--- config.mk ---
export PLATFORM = sky130hd
export DESIGN_NAME = ahb_lite_master_flat
export DESIGN_NICKNAME = d
export VERILOG_FILES = /design/src/rtl/ahb_lite_master_pkg.sv /design/src/rtl/ahb_lite_master_if.sv /design/src/rtl/ahb_lite_master.sv /design/src/flat_wrapper.sv
export SDC_FILE = /design/constraint.sdc
export NUM_CORES = 1
export LEC_CHECK = 0
export CAP_MARGIN = 20
export CORE_MARGIN = 2
export CORE_UTILIZATION = 30
export DETAILED_ROUTE_END_ITERATION = 6
export PLACE_DENSITY = 0.65
export SLEW_MARGIN = 10
export SYNTH_ARGS = -nofsm -noshare
export SYNTH_HDL_FRONTEND = slang
export SYNTH_SLANG_ARGS = --single-unit
--- constraint.sdc ---
create_clock -name i_clk_ahb -period 3.9 [get_ports i_clk_ahb]
set_input_delay 0.78 -clock i_clk_ahb [delete_from_list [all_inputs] [get_ports i_clk_ahb]]
set_output_delay 0.78 -clock i_clk_ahb [all_outputs]
set_load 0.03 [all_outputs]
--- src/rtl/ahb_lite_master_pkg.sv ---
// Shared AHB-Lite encodings and the error-recovery state type for the downstream bridge master.
package ahb_lite_master_pkg;

    typedef enum logic [1:0] {
        IDLE   = 2'b00,
        BUSY   = 2'b01,
        NONSEQ = 2'b10,
        SEQ    = 2'b11
    } htrans_t;

    typedef enum logic {
        NORMAL     = 1'b0,
        ERR_CANCEL = 1'b1
    } estate_t;

    localparam logic HRESP_OKAY  = 1'b0;
    localparam logic HRESP_ERROR = 1'b1;

    localparam logic [2:0] HSIZE_BYTE    = 3'd0;
    localparam logic [2:0] HSIZE_HALF    = 3'd1;
    localparam logic [2:0] HSIZE_WORD    = 3'd2;
    localparam logic [2:0] HSIZE_DWORD   = 3'd3;
    localparam logic [2:0] HBURST_SINGLE = 3'b000;

    // Largest legal HSIZE for a data bus of the given byte width.
    function automatic logic [2:0] hsize_max(input int unsigned data_bytes);
        case (data_bytes)
            1:       return HSIZE_BYTE;
            2:       return HSIZE_HALF;
            4:       return HSIZE_WORD;
            default: return HSIZE_DWORD;
        endcase
    endfunction

endpackage

--- src/rtl/ahb_lite_master_if.sv ---
// Request-side handshake plus AHB-Lite master bus signals, seen from the master and from the slave/requester.
interface ahb_lite_master_if #(
    parameter int unsigned DATA_WIDTH = 32,
    parameter int unsigned ADDR_WIDTH = 32
);
    logic                  i_valid;
    logic                  i_rd0_wr1;
    logic [ADDR_WIDTH-1:0] i_addr;
    logic [DATA_WIDTH-1:0] i_wr_data;
    logic [2:0]            i_size;
    logic                  o_ready;
    logic                  o_resp_valid;
    logic [DATA_WIDTH-1:0] o_rd_data;
    logic                  o_err;

    logic [1:0]            o_htrans;
    logic [ADDR_WIDTH-1:0] o_haddr;
    logic                  o_hwrite;
    logic [2:0]            o_hsize;
    logic [2:0]            o_hburst;
    logic [DATA_WIDTH-1:0] o_hwdata;
    logic                  i_hready;
    logic                  i_hresp;
    logic [DATA_WIDTH-1:0] i_hrdata;

    modport master (
        input  i_valid, i_rd0_wr1, i_addr, i_wr_data, i_size,
        output o_ready, o_resp_valid, o_rd_data, o_err,
        output o_htrans, o_haddr, o_hwrite, o_hsize, o_hburst, o_hwdata,
        input  i_hready, i_hresp, i_hrdata
    );

    modport slave (
        output i_valid, i_rd0_wr1, i_addr, i_wr_data, i_size,
        input  o_ready, o_resp_valid, o_rd_data, o_err,
        input  o_htrans, o_haddr, o_hwrite, o_hsize, o_hburst, o_hwdata,
        output i_hready, i_hresp, i_hrdata
    );

endinterface

--- src/rtl/ahb_lite_master.sv ---
// AHB-Lite initiator: turns valid/ready requests into pipelined SINGLE NONSEQ transfers, one response each,
// with a two-cycle ERROR recovery that cancels and later re-issues the pending address phase.
module ahb_lite_master
    import ahb_lite_master_pkg::*;
#(
    parameter int unsigned DATA_WIDTH = 32,
    parameter int unsigned ADDR_WIDTH = 32
) (
    input logic               i_clk_ahb,
    input logic               i_rst_ahb,
    ahb_lite_master_if.master bus
);

    localparam int unsigned DATA_BYTES = DATA_WIDTH / 8;
    localparam logic [2:0]  SIZE_MAX   = hsize_max(DATA_BYTES);

    typedef struct packed {
        logic                  vld;
        logic                  wr;
        logic [ADDR_WIDTH-1:0] addr;
        logic [2:0]            size;
        logic [DATA_WIDTH-1:0] wdata;
    } a_stage_t;

    typedef struct packed {
        logic                  vld;
        logic                  wr;
        logic [DATA_WIDTH-1:0] wdata;
    } d_stage_t;

    a_stage_t              a_q;
    d_stage_t              d_q;
    estate_t               estate_q;
    logic                  resp_valid_q;
    logic [DATA_WIDTH-1:0] rd_data_q;
    logic                  err_q;

    logic                  advance;
    logic                  retire;
    logic                  accept;
    logic [ADDR_WIDTH-1:0] align_mask;

    // The pipeline only moves on a completed phase outside error recovery.
    assign advance = bus.i_hready && (estate_q == NORMAL);
    assign retire  = d_q.vld && bus.i_hready;
    assign accept  = bus.i_valid && bus.o_ready;

    assign bus.o_ready      = !a_q.vld || advance;
    assign bus.o_htrans     = (a_q.vld && estate_q == NORMAL) ? NONSEQ : IDLE;
    assign bus.o_haddr      = a_q.addr;
    assign bus.o_hwrite     = a_q.wr;
    assign bus.o_hsize      = a_q.size;
    assign bus.o_hburst     = HBURST_SINGLE;
    assign bus.o_hwdata     = d_q.wdata;
    assign bus.o_resp_valid = resp_valid_q;
    assign bus.o_rd_data    = rd_data_q;
    assign bus.o_err        = err_q;

    always_ff @(posedge i_clk_ahb) begin
        if (i_rst_ahb) begin
            a_q          <= '0;
            d_q          <= '0;
            estate_q     <= NORMAL;
            resp_valid_q <= 1'b0;
            rd_data_q    <= '0;
            err_q        <= 1'b0;
        end else begin
            resp_valid_q <= retire;
            rd_data_q    <= (retire && !d_q.wr) ? bus.i_hrdata : '0;
            err_q        <= retire && (bus.i_hresp == HRESP_ERROR);

            // First ERROR cycle cancels the pending address phase until the error completes.
            unique case (estate_q)
                NORMAL: begin
                    if (d_q.vld && bus.i_hresp == HRESP_ERROR && !bus.i_hready)
                        estate_q <= ERR_CANCEL;
                end
                ERR_CANCEL: begin
                    if (bus.i_hready)
                        estate_q <= NORMAL;
                end
                default: estate_q <= NORMAL;
            endcase

            if (advance) begin
                if (a_q.vld) begin
                    d_q.vld   <= 1'b1;
                    d_q.wr    <= a_q.wr;
                    d_q.wdata <= a_q.wdata;
                end else begin
                    d_q <= '0;
                end
            end else if (retire) begin
                d_q.vld <= 1'b0;
            end

            if (accept) begin
                a_q.vld   <= 1'b1;
                a_q.wr    <= bus.i_rd0_wr1;
                a_q.addr  <= bus.i_addr;
                a_q.size  <= bus.i_size;
                a_q.wdata <= bus.i_rd0_wr1 ? bus.i_wr_data : '0;
            end else if (advance) begin
                a_q.vld <= 1'b0;
            end
        end
    end

    assign align_mask = ~({ADDR_WIDTH{1'b1}} << bus.i_size);

    a_size_legal: assert property (@(posedge i_clk_ahb) disable iff (i_rst_ahb)
        accept |-> (bus.i_size <= SIZE_MAX))
        else $error("ahb_lite_master: request size wider than data bus");

    a_addr_aligned: assert property (@(posedge i_clk_ahb) disable iff (i_rst_ahb)
        accept |-> ((bus.i_addr & align_mask) == '0))
        else $error("ahb_lite_master: request address not aligned to size");

    a_one_cycle_error: assert property (@(posedge i_clk_ahb) disable iff (i_rst_ahb)
        !(estate_q == NORMAL && d_q.vld && bus.i_hready && bus.i_hresp != HRESP_OKAY))
        else $error("ahb_lite_master: slave gave single-cycle ERROR response");

endmodule

--- src/flat_wrapper.sv ---
// flat-port wrapper written by rule: the top's interface ports become plain ports
module ahb_lite_master_flat import ahb_lite_master_pkg::*;
#(
    parameter int unsigned DATA_WIDTH = 32,
    parameter int unsigned ADDR_WIDTH = 32
)
  (i_clk_ahb, i_rst_ahb, bus_i_valid, bus_i_rd0_wr1, bus_i_addr, bus_i_wr_data, bus_i_size, bus_o_ready, bus_o_resp_valid, bus_o_rd_data, bus_o_err, bus_o_htrans, bus_o_haddr, bus_o_hwrite, bus_o_hsize, bus_o_hburst, bus_o_hwdata, bus_i_hready, bus_i_hresp, bus_i_hrdata);
  ahb_lite_master_if #(.DATA_WIDTH(DATA_WIDTH), .ADDR_WIDTH(ADDR_WIDTH)) bus_i ();
  input logic i_clk_ahb;
  input logic i_rst_ahb;
  input wire logic [$bits(bus_i.i_valid)-1:0] bus_i_valid;
  input wire logic [$bits(bus_i.i_rd0_wr1)-1:0] bus_i_rd0_wr1;
  input wire logic [$bits(bus_i.i_addr)-1:0] bus_i_addr;
  input wire logic [$bits(bus_i.i_wr_data)-1:0] bus_i_wr_data;
  input wire logic [$bits(bus_i.i_size)-1:0] bus_i_size;
  output wire logic [$bits(bus_i.o_ready)-1:0] bus_o_ready;
  output wire logic [$bits(bus_i.o_resp_valid)-1:0] bus_o_resp_valid;
  output wire logic [$bits(bus_i.o_rd_data)-1:0] bus_o_rd_data;
  output wire logic [$bits(bus_i.o_err)-1:0] bus_o_err;
  output wire logic [$bits(bus_i.o_htrans)-1:0] bus_o_htrans;
  output wire logic [$bits(bus_i.o_haddr)-1:0] bus_o_haddr;
  output wire logic [$bits(bus_i.o_hwrite)-1:0] bus_o_hwrite;
  output wire logic [$bits(bus_i.o_hsize)-1:0] bus_o_hsize;
  output wire logic [$bits(bus_i.o_hburst)-1:0] bus_o_hburst;
  output wire logic [$bits(bus_i.o_hwdata)-1:0] bus_o_hwdata;
  input wire logic [$bits(bus_i.i_hready)-1:0] bus_i_hready;
  input wire logic [$bits(bus_i.i_hresp)-1:0] bus_i_hresp;
  input wire logic [$bits(bus_i.i_hrdata)-1:0] bus_i_hrdata;
  assign bus_i.i_valid = bus_i_valid;
  assign bus_i.i_rd0_wr1 = bus_i_rd0_wr1;
  assign bus_i.i_addr = bus_i_addr;
  assign bus_i.i_wr_data = bus_i_wr_data;
  assign bus_i.i_size = bus_i_size;
  assign bus_o_ready = bus_i.o_ready;
  assign bus_o_resp_valid = bus_i.o_resp_valid;
  assign bus_o_rd_data = bus_i.o_rd_data;
  assign bus_o_err = bus_i.o_err;
  assign bus_o_htrans = bus_i.o_htrans;
  assign bus_o_haddr = bus_i.o_haddr;
  assign bus_o_hwrite = bus_i.o_hwrite;
  assign bus_o_hsize = bus_i.o_hsize;
  assign bus_o_hburst = bus_i.o_hburst;
  assign bus_o_hwdata = bus_i.o_hwdata;
  assign bus_i.i_hready = bus_i_hready;
  assign bus_i.i_hresp = bus_i_hresp;
  assign bus_i.i_hrdata = bus_i_hrdata;
  ahb_lite_master #(.DATA_WIDTH(DATA_WIDTH), .ADDR_WIDTH(ADDR_WIDTH)) u_core (.i_clk_ahb(i_clk_ahb), .i_rst_ahb(i_rst_ahb), .bus(bus_i));
endmodule
==> PnR_summary.wiki <==
{| class="wikitable"
! Metric !! Value
|-
| Hold-fix buffers at CTS || 0
|-
| Number of ports placed on the die boundary || 213
|-
| CTS H-tree depth || 4
|-
| Synth area leader || dfxtp_1
|-
| Maximum root-to-sink buffer count || 2
|-
| Static leakage || 3.09 nW
|-
| Power density of the placed cells || 456 nW/um^2
|-
| Gr usage total || 13.3%
|-
| Area of the mapped netlist || 5660 sq um
|-
| Buffer type at the clock tree root || clkbuf_16
|-
| Iter 0 DRT Violations || 151
|-
| Classification of the worst-slack hold path || flop to flop
|-
| Max VDD drop || 0.000281 V
|-
| Largest clock skew in the final design || 0.00728 ns
|-
| Predominant post-synthesis flop cell || dfxtp_1
|-
| Portion of synthesized cell area occupied by the leading cell type || 48.8%
|-
| Clock slew at the register clock pins of the worst setup and hold paths || 0.06 ns
|-
| Max Fclk || 324 MHz
|-
| Crit Path Max Fanout || 5
|-
| Number of placement rows || 50
|-
| Commonest cells after routing, fill and taps aside || 207 x clkdlybuf4s50_1, 138 x dfxtp_1, 103 x nand2b_1
|-
| Worst reg-to-reg path cell count || 4
|-
| Library cells used by synthesis || 23
|-
| Number of port buffers || 208
|-
| Required time of the worst setup path || 3.12 ns
|-
| Most common cell after layout, fill and taps aside || clkdlybuf4s50_1
|-
| Detail Route Antenna Nets || 0
|-
| Post-route clock period utilization || 79.2%
|-
| Final-layout fill cell count || 1757
|-
| Area added between synthesis and finish || 41.2%
|-
| Number of gates given a new drive strength after cts || 0
|-
| Arrival time of the worst setup path || 2.31 ns
|-
| Synthesized flop and latch total || 138
|-
| Max_cap viols || 0
|-
| Die Y || 141 microns
|-
| Starting Density || 30.5%
|-
| HPWL Detailed || 9020 microns
|-
| Placeable core region || 18600 sq um
|-
| Tmin final || 3.09 ns
|-
| Post-detailed-route DRC marker count || 0
|-
| X dimension of the die || 141 microns
|-
| Slew HR || 39.6%
|-
| Remaining global-route overflow || 0
|-
| Via count of the first global-routing pass || 4230
|-
| Number of antenna violations at the first check in global routing || 0
|-
| Number of sinks on the clock net || 138
|-
| Via count normalized by instance count || 4.31
|-
| Nature of the critical path startpoint || primary input
|-
| Capturing element type of the critical path || output pin
|-
| Final standard cell utilization of the core || 43.0%
|-
| Number of synthesized flops with an enable pin || 0
|-
| Outcome || complete, no violations
|-
| First-pass GRT wire length || 21000 microns
|-
| Nets || 763
|-
| Postcts setup bufs || 0
|-
| Total Die Area || 20000 sq um
|-
| Number of warnings printed during yosys synthesis || 0
|-
| Fraction of layout instances using a drive strength above 1 || 5.66%
|-
| Routability congestion estimate from global placement || 0.756
|-
| Wire length per cell after detailed routing || 14.5 microns
|-
| Slew at the pin closest to its max-slew limit || 0.904 ns
|-
| Unrepaired setup endpoints after global routing || false
|-
| Final hold vios || 0
|-
| Classification of the worst setup path || primary input to output pin
|-
| Final-layout setup total negative slack || 0 ns
|-
| Clock insertion delay at the later pin of the skew report || 0.41 ns
|-
| Total detailed-routing wirelength || 13100 microns
|-
| Portion of the post-synthesis area used by sequential elements || 48.8%
|-
| Post-synthesis instance total || 531
|-
| Average footprint of a synthesized cell || 10.7 sq um
|-
| Final setup violating endpoints || 0
|-
| Detailed Routing Iterations Pass 1 || 4
|-
| Final Max Slew Viols || 0
|-
| Cells taking the most area after synthesis || dfxtp_1 49%, mux2i_1 12%, nand2b_1 11%
|-
| Hold path depth || 1
|-
| Number of CTS-inserted buffers || 17
|-
| Pin count of the biggest net entering global routing || 72
|-
| Number of vias in the routed layout || 3899
|-
| Number of antenna diodes || 0
|-
| TritonCTS clock tree || done
|-
| Async S/R FF share, synth || 0%
|}
power breakdown:
group | switching, mW | internal [mW]
Clock | 0.613 | 1.15
Sequential | 0.0257 | 1.46
Combinational | 0.182 | 0.216
metrics by stage:
stage / cell area [sq um] / power (mW) / setup WS [ns] / std cells / hold slack, ns
final: 8000 / 3.65 / 0.813 / 905 / 0.472
after detailed placement: 7350 / 1.91 / 0.797 / 873 / 0.460
after global routing: 8000 / 3.78 / 0.739 / 905 / 0.483
after floorplan: 5670 / 1.76 / 2.03 / 534 / 0.435
after global placement: 7350 / 1.90 / 0.812 / 873 / 0.455
after CTS: 8000 / 3.70 / 0.795 / 905 / 0.474
logic make-up after synthesis:
kind of cell	Yosys count	synth area share [%]
AOI/OAI and AO/OA	36	5.42
other	1	0.0662
buffers and inverters	108	13.4
DFF	138	48.8
muxes	69	12.2
and+or+nand+nor	179	20.1
registers in the layout (all words and copies together), names as in the netlist, 2 cells and up:
name / count
u_core.bus.o_rd_data: 32
u_core.bus.o_haddr: 32
u_core.d_q: 2
u_core.bus.o_hwdata: 32
u_core.a_q: 33
u_core.bus.o_hsize: 3
worst paths after layout:
check | from | slack [ns] | end
worst min register to register | u_core.bus.o_hwdata[26] | 0.47 | u_core.bus.o_hwdata[26]
worst min-delay path | u_core.bus.o_hwdata[26] | 0.47 | u_core.bus.o_hwdata[26]
worst max register to register | u_core.estate_q | 1.99 | u_core.a_q[16]
worst max-delay path | bus_i_hready | 0.81 | bus_o_ready
cell usage after synthesis, types with 2 or more instances:
master and count:
a21oi_1 2, a22o_1 33, and2_1 33, and3b_1 2, buf_1 2, buf_12 2, buf_2 6, buf_4 79
clkbuf_1 15, clkbuf_2 3, dfxtp_1 138, mux2i_1 68, nand2_1 6, nand2b_1 103, nand3b_1 27, nor2_1 2
nor2b_1 4
cell type report:
class | instances | area [sq um] | area share, %
Clock buffer | 21 | 450 | 5.63
Multi-Input combinational cell | 288 | 2170 | 27.2
Clock inverter | 11 | 191 | 2.39
Tap cell | 234 | 293 | 3.66
Timing Repair Buffer | 213 | 2130 | 26.6
Sequential cell | 138 | 2760 | 34.6
per-layer routing:
metal,track usage [%],up-vias,routed length [microns]
met4,5.37,0,263
li1,-,1928,-
met2,22.7,141,6300
met5,0,-,0
met3,4.99,18,876
met1,15.1,1812,5700
critical path, cell delays in order:
cell	delay [ns]
clkdlybuf4s50_1	0.55
nand2b_1	0.18
nand2_1	0.11
clkdlybuf4s50_1	0.68
(Power assumes the default switching activity.)
==> RTL edit 1: new RTL, same flow settings <==
`DATA_WIDTH` is set to 32 in 3 places; all go to 48.
--- a/src/rtl/ahb_lite_master_if.sv
+++ b/src/rtl/ahb_lite_master_if.sv
@@ -2,3 +2,3 @@
 interface ahb_lite_master_if #(
-    parameter int unsigned DATA_WIDTH = 32,
+    parameter int unsigned DATA_WIDTH = 48,
     parameter int unsigned ADDR_WIDTH = 32
--- a/src/rtl/ahb_lite_master.sv
+++ b/src/rtl/ahb_lite_master.sv
@@ -5,3 +5,3 @@
 #(
-    parameter int unsigned DATA_WIDTH = 32,
+    parameter int unsigned DATA_WIDTH = 48,
     parameter int unsigned ADDR_WIDTH = 32
--- a/src/flat_wrapper.sv
+++ b/src/flat_wrapper.sv
@@ -3,3 +3,3 @@
 #(
-    parameter int unsigned DATA_WIDTH = 32,
+    parameter int unsigned DATA_WIDTH = 48,
     parameter int unsigned ADDR_WIDTH = 32
Interface: changed (resized bus_i_hrdata, bus_i_wr_data, bus_o_hwdata and bus_o_rd_data); port bits go from 213 to 277. No check against the original RTL was run, so the function may have changed too.
==> RTL edit 1 against the unedited design <==
Design area is 29% higher. Power is 17% higher. Sequential power is 34% higher. Non-clock buffer count is 67 higher. Area after synthesis is 31% higher. Die area is 30% higher. Utilization is 0.48 points lower. Setup slack worse by 0.048 ns. Sequential share of layout area is 1.4 points higher. Sequential cell count is 48 higher. Register-to-register slack better by 0.19 ns. Wire length is 35% higher. Critical path type unchanged. Largest cell class unchanged. Largest power group is now sequential cells. Highest routed layer is now met5.
==> RTL edit 1: results (changes against the unedited design) <==
cts.repair.resized: 0  # unchanged
cts_setup_buffers: 0  # unchanged
nFillCells: 2317  # +32%
track_usage_pct: 13.5  # +0.20 points
grt_pass1_vias: 4959  # +17%
final_nets: 990  # +30%
cts_htree_levels: 4  # unchanged
path_clk_slew_ns: 0.07
switching_power_mw: 1.07  # +30%
regMostFlops: "u_core.a_q"
slew_headroom_pct: 53.5  # +14 points
n_antenna_cell: 0  # unchanged
firstDrtPassIters: 4  # unchanged
largest_register_ffs: 49  # +48%
ys_seq_area_share_pct: 50.2  # +1.4 points
synthDistinctLibCells: 22  # -4.3%
worstPathMaxFanout: 5  # unchanged
numCtsBuffers: 17  # unchanged
final_layout_size_suffix_gt1_share_pct: 5.20  # -0.47 points
grt_start_max_net_pins: 98  # +36%
gp_congestion: 0.711  # -6.0%
p_leak_nw: 3.94  # +27%
via_count: 5056  # +30%
ys_warn_count: 0  # unchanged
yosys-top-cells-count: "186 x dfxtp_1, 119 x nand2b_1, 91 x buf_4, 84 x mux2i_1"
avgViaCountPerCell: 4.25  # -1.4%
clockBufferDepth: 2  # unchanged
clk-insertion-delay-late_ns: 0.42
dp_cells: 1158  # +33%
synth_area_per_cell_sq_um: 10.8  # +1.4%
ys_top_cells_by_area: "dfxtp_1 50%, mux2i_1 11%, nand2b_1 10%"
routed_wl_um: 17700  # +35%
vdd_drop_max_v: 0.000234  # -17%
hold_class: "reg -> reg"
antenna_found_initial: 1  # +1
root_buffer: "clkbuf_16"
place_hpwl_um: 11900  # +32%
async_reset_ff_share_pct: 0  # unchanged
fin_worst_skew_ns: 0.0114  # +0.00413 ns
grt_pass1_wl_um: 27700  # +32%
port_buffers: 272  # +31%
outcome: "finished, final reports clean"
crit_arrival_ns: 2.36  # +0.05 ns
initialDrtViolationCount: 254  # +68%
RTL edit 1: cell families after synthesis:
| logic type | synth area share, % |
|---|---|
| compound gates | 6.07 |
| buf+inv | 12.4 |
| flops | 50.2 |
| mux | 11.5 |
| other cells | 0.0506 |
| simple gates | 19.8 |
RTL edit 1: area by class of cell:
| cell class | instances | share of cell area (%) |
|---|---|---|
| well taps | 324 | 3.92 |
| clock buffers | 18 | 4.15 |
| repair buffers | 280 | 27.2 |
| multi-input cells | 368 | 27.0 |
| flip-flops and latches | 186 | 36.0 |
| clock inverters | 14 | 1.77 |
RTL edit 1: per-stage QoR:
| step | worst slack [ns] | cell area, sq um | total power, mW | hold slack (ns) |
|---|---|---|---|---|
| final | 0.764 | 10300 | 4.27 | 0.468 |
| after global routing | 0.670 | 10300 | 4.45 | 0.487 |
| after detailed placement | 0.780 | 9740 | 2.52 | 0.459 |
| after floorplan | 2.01 | 7430 | 2.31 | 0.435 |
| after CTS | 0.749 | 10300 | 4.34 | 0.474 |
| after global placement | 0.787 | 9740 | 2.51 | 0.456 |
RTL edit 1: worst max-delay path, stage by stage:
cell,delay [ns]
clkdlybuf4s50_1,0.57
nand2b_1,0.18
nand2_1,0.11
clkdlybuf4s50_1,0.71
RTL edit 1: worst paths after layout:
kind | start | to | slack [ns] | cells past startpoint
max | bus_i_hready | bus_o_ready | 0.76 | 4
min | u_core.bus.o_haddr[23] | u_core.bus.o_haddr[23] | 0.47 | 2
max reg2reg | u_core.estate_q | u_core.a_q[5] | 2.18 | 4
min reg2reg | u_core.bus.o_haddr[23] | u_core.bus.o_haddr[23] | 0.47 | 2
RTL edit 1: metal layers:
layer | up-vias | GRT usage [%] | wire, um
met5 | - | 0 | 13
met4 | 2 | 4.50 | 204
met3 | 11 | 4.55 | 1290
met2 | 154 | 21.6 | 8110
met1 | 2372 | 17.1 | 8070
li1 | 2517 | - | -
RTL edit 1: power by group through the flow:
| stage | clock network, mW | registers [mW] | logic [mW] |
|---|---|---|---|
| floorplan | 0 | 2.03 | 0.283 |
| global placement | 0 | 2.02 | 0.488 |
| detailed placement | 0 | 2.03 | 0.492 |
| CTS | 1.87 | 1.98 | 0.494 |
| global route | 1.94 | 1.99 | 0.519 |
| finish | 1.80 | 1.98 | 0.485 |
==> RTL edit 2: new RTL, config.mk and constraints unchanged <==
Without the edit above. Take the reset off `rd_data_q` and load it in a clocked block of its own.
--- a/src/rtl/ahb_lite_master.sv
+++ b/src/rtl/ahb_lite_master.sv
@@ -64,3 +64,2 @@
             resp_valid_q <= 1'b0;
-            rd_data_q    <= '0;
             err_q        <= 1'b0;
@@ -68,3 +67,2 @@
             resp_valid_q <= retire;
-            rd_data_q    <= (retire && !d_q.wr) ? bus.i_hrdata : '0;
             err_q        <= retire && (bus.i_hresp == HRESP_ERROR);
@@ -108,2 +106,6 @@
 
+    always_ff @(posedge i_clk_ahb) begin
+        rd_data_q <= (retire && !d_q.wr) ? bus.i_hrdata : '0;
+    end
+
     assign align_mask = ~({ADDR_WIDTH{1'b1}} << bus.i_size);
Behaviour: differs if i_rst_ahb is asserted again (counterexample within 4 cycles, from zero or initial values and one cycle with i_rst_ahb high); with i_rst_ahb held inactive, the same outputs for 10 cycles.
==> RTL edit 2 against the unedited design <==
Setup slack better by 0.026 ns. Design area is 0.45% lower. Critical endpoint unchanged. Power is 4.5% lower. Area after synthesis hardly changed. Critical path type unchanged. Fmax is 0.84% higher. Wire length is 0.25% higher. Sequential cell count stayed put.
==> RTL edit 2: results (changes against the unedited design) <==
ys_top_cells_by_area: "dfxtp_1 49%, mux2i_1 12%, nand2b_1 11%"
routedWlPerCell_um: 14.5  # -0.19%
track_usage_pct: 13.6  # +0.28 points
synthDistinctLibCells: 22  # -4.3%
place_area_sq_um: 7380  # +0.39%
cts_htree_levels: 4  # unchanged
yosys-top-cells-count: "138 x dfxtp_1, 102 x nand2b_1, 79 x buf_4, 68 x mux2i_1"
gp_congestion: 0.694  # -8.2%
grt_pass1_wl_um: 21300  # +1.5%
outcome: "finished, final reports clean"
cts_setup_buffers: 0  # unchanged
p_leak_nw: 3.06  # -1.2%
worst_slew_pin_slew_ns: 0.715  # -0.188 ns
ys_seq_area_share_pct: 48.8  # about the same
final_nets: 767  # +0.52%
grt_start_max_net_pins: 82  # +14%
initialDrtViolationCount: 107  # -29%
final_layout_size_suffix_gt1_share_pct: 6.81  # +1.2 points
n_antenna_cell: 0  # unchanged
regMostFlops: "u_core.a_q"
avgViaCountPerCell: 4.35  # +0.91%
vdd_drop_max_v: 0.000287  # +2.4%
nFillCells: 1789  # +1.8%
path_delay_family: "buffers and inverters"
port_buffers: 208  # unchanged
grt_pass1_vias: 4084  # -3.5%
place_ws_ns: 0.824  # +0.0266 ns
largest_register_ffs: 33  # unchanged
fin_worst_skew_ns: 0.00653  # -0.000754 ns
crit_arrival_ns: 2.28  # -0.03 ns
root_buffer: "clkbuf_16"
place_hpwl_um: 9060  # +0.40%
## RTL edit 2: changes by cell type in the layout (fill, tap and decap cells not counted), moves of 3 or more
| cell | delta |
|---|---|
| nand3b_1 | +3 |
| buf_4 | +3 |
| inv_8 | +3 |
| bufinv_16 | -4 |
| clkbuf_1 | -3 |
| clkinvlp_4 | +4 |
| inv_6 | +4 |
## RTL edit 2: path summary, 6_finish.rpt
check | startpoint | to | slack (ns) | cells after the start
max | bus_i_hready | bus_o_ready | 0.84 | 4
min | u_core.bus.o_haddr[14] | u_core.bus.o_haddr[14] | 0.47 | 2
max reg2reg | u_core.estate_q | u_core.a_q[7] | 2.22 | 4
min reg2reg | u_core.bus.o_haddr[14] | u_core.bus.o_haddr[14] | 0.47 | 2
## RTL edit 2: layout make-up
cell class | instances | area, sq um | area share, %
Sequential cell | 138 | 2760 | 34.7
Multi-Input combinational cell | 289 | 2180 | 27.4
Timing Repair Buffer | 216 | 2150 | 27.0
Clock buffer | 17 | 425 | 5.35
Tap cell | 234 | 293 | 3.68
Clock inverter | 15 | 151 | 1.90
## RTL edit 2: worst register-to-register path: cells and delay by family, from the launching register on
| kind | cells | cell delay (ns) |
|---|---|---|
| flops | 1 | 0.32 |
| simple gates | 1 | 0.23 |
| buf+inv | 1 | 0.51 |
| compound gates | 1 | 0.21 |
| mux | 1 | 0.32 |
## RTL edit 2: cell families (layout without fill, tap and decap cells)
group	Yosys count	count (layout)	synth area share [%]
AOI/OAI and AO/OA	36	36	5.48
buffers and inverters	108	248	13.2
muxes	69	69	12.2
and+or+nand+nor	180	180	20.3
other	1	4	0.0662
DFF	138	138	48.8
## RTL edit 2: routing by layer
| layer | part of all wire (%) | track usage, % |
|---|---|---|
| met5 | 0 | 0 |
| met4 | 1.6 | 5.74 |
| met3 | 8.5 | 6.01 |
| met2 | 47 | 22.0 |
| met1 | 43 | 15.6 |
## RTL edit 2: where the power goes
group | switching, mW | internal [mW] | leakage, nW
combinational | 0.191 | 0.222 | 1.66
clock | 0.685 | 0.900 | 0.273
sequential | 0.0246 | 1.46 | 1.12
total | 0.901 | 2.58 | 3.06
## RTL edit 2: stage by stage
stage / instances / hold WS [ns] / total power, mW
floorplan: 535 / 0.443 / 1.77
global placement: 877 / 0.455 / 1.92
detailed placement: 877 / 0.459 / 1.93
CTS: 909 / 0.470 / 3.54
global route: 909 / 0.486 / 3.64
finish: 909 / 0.472 / 3.48
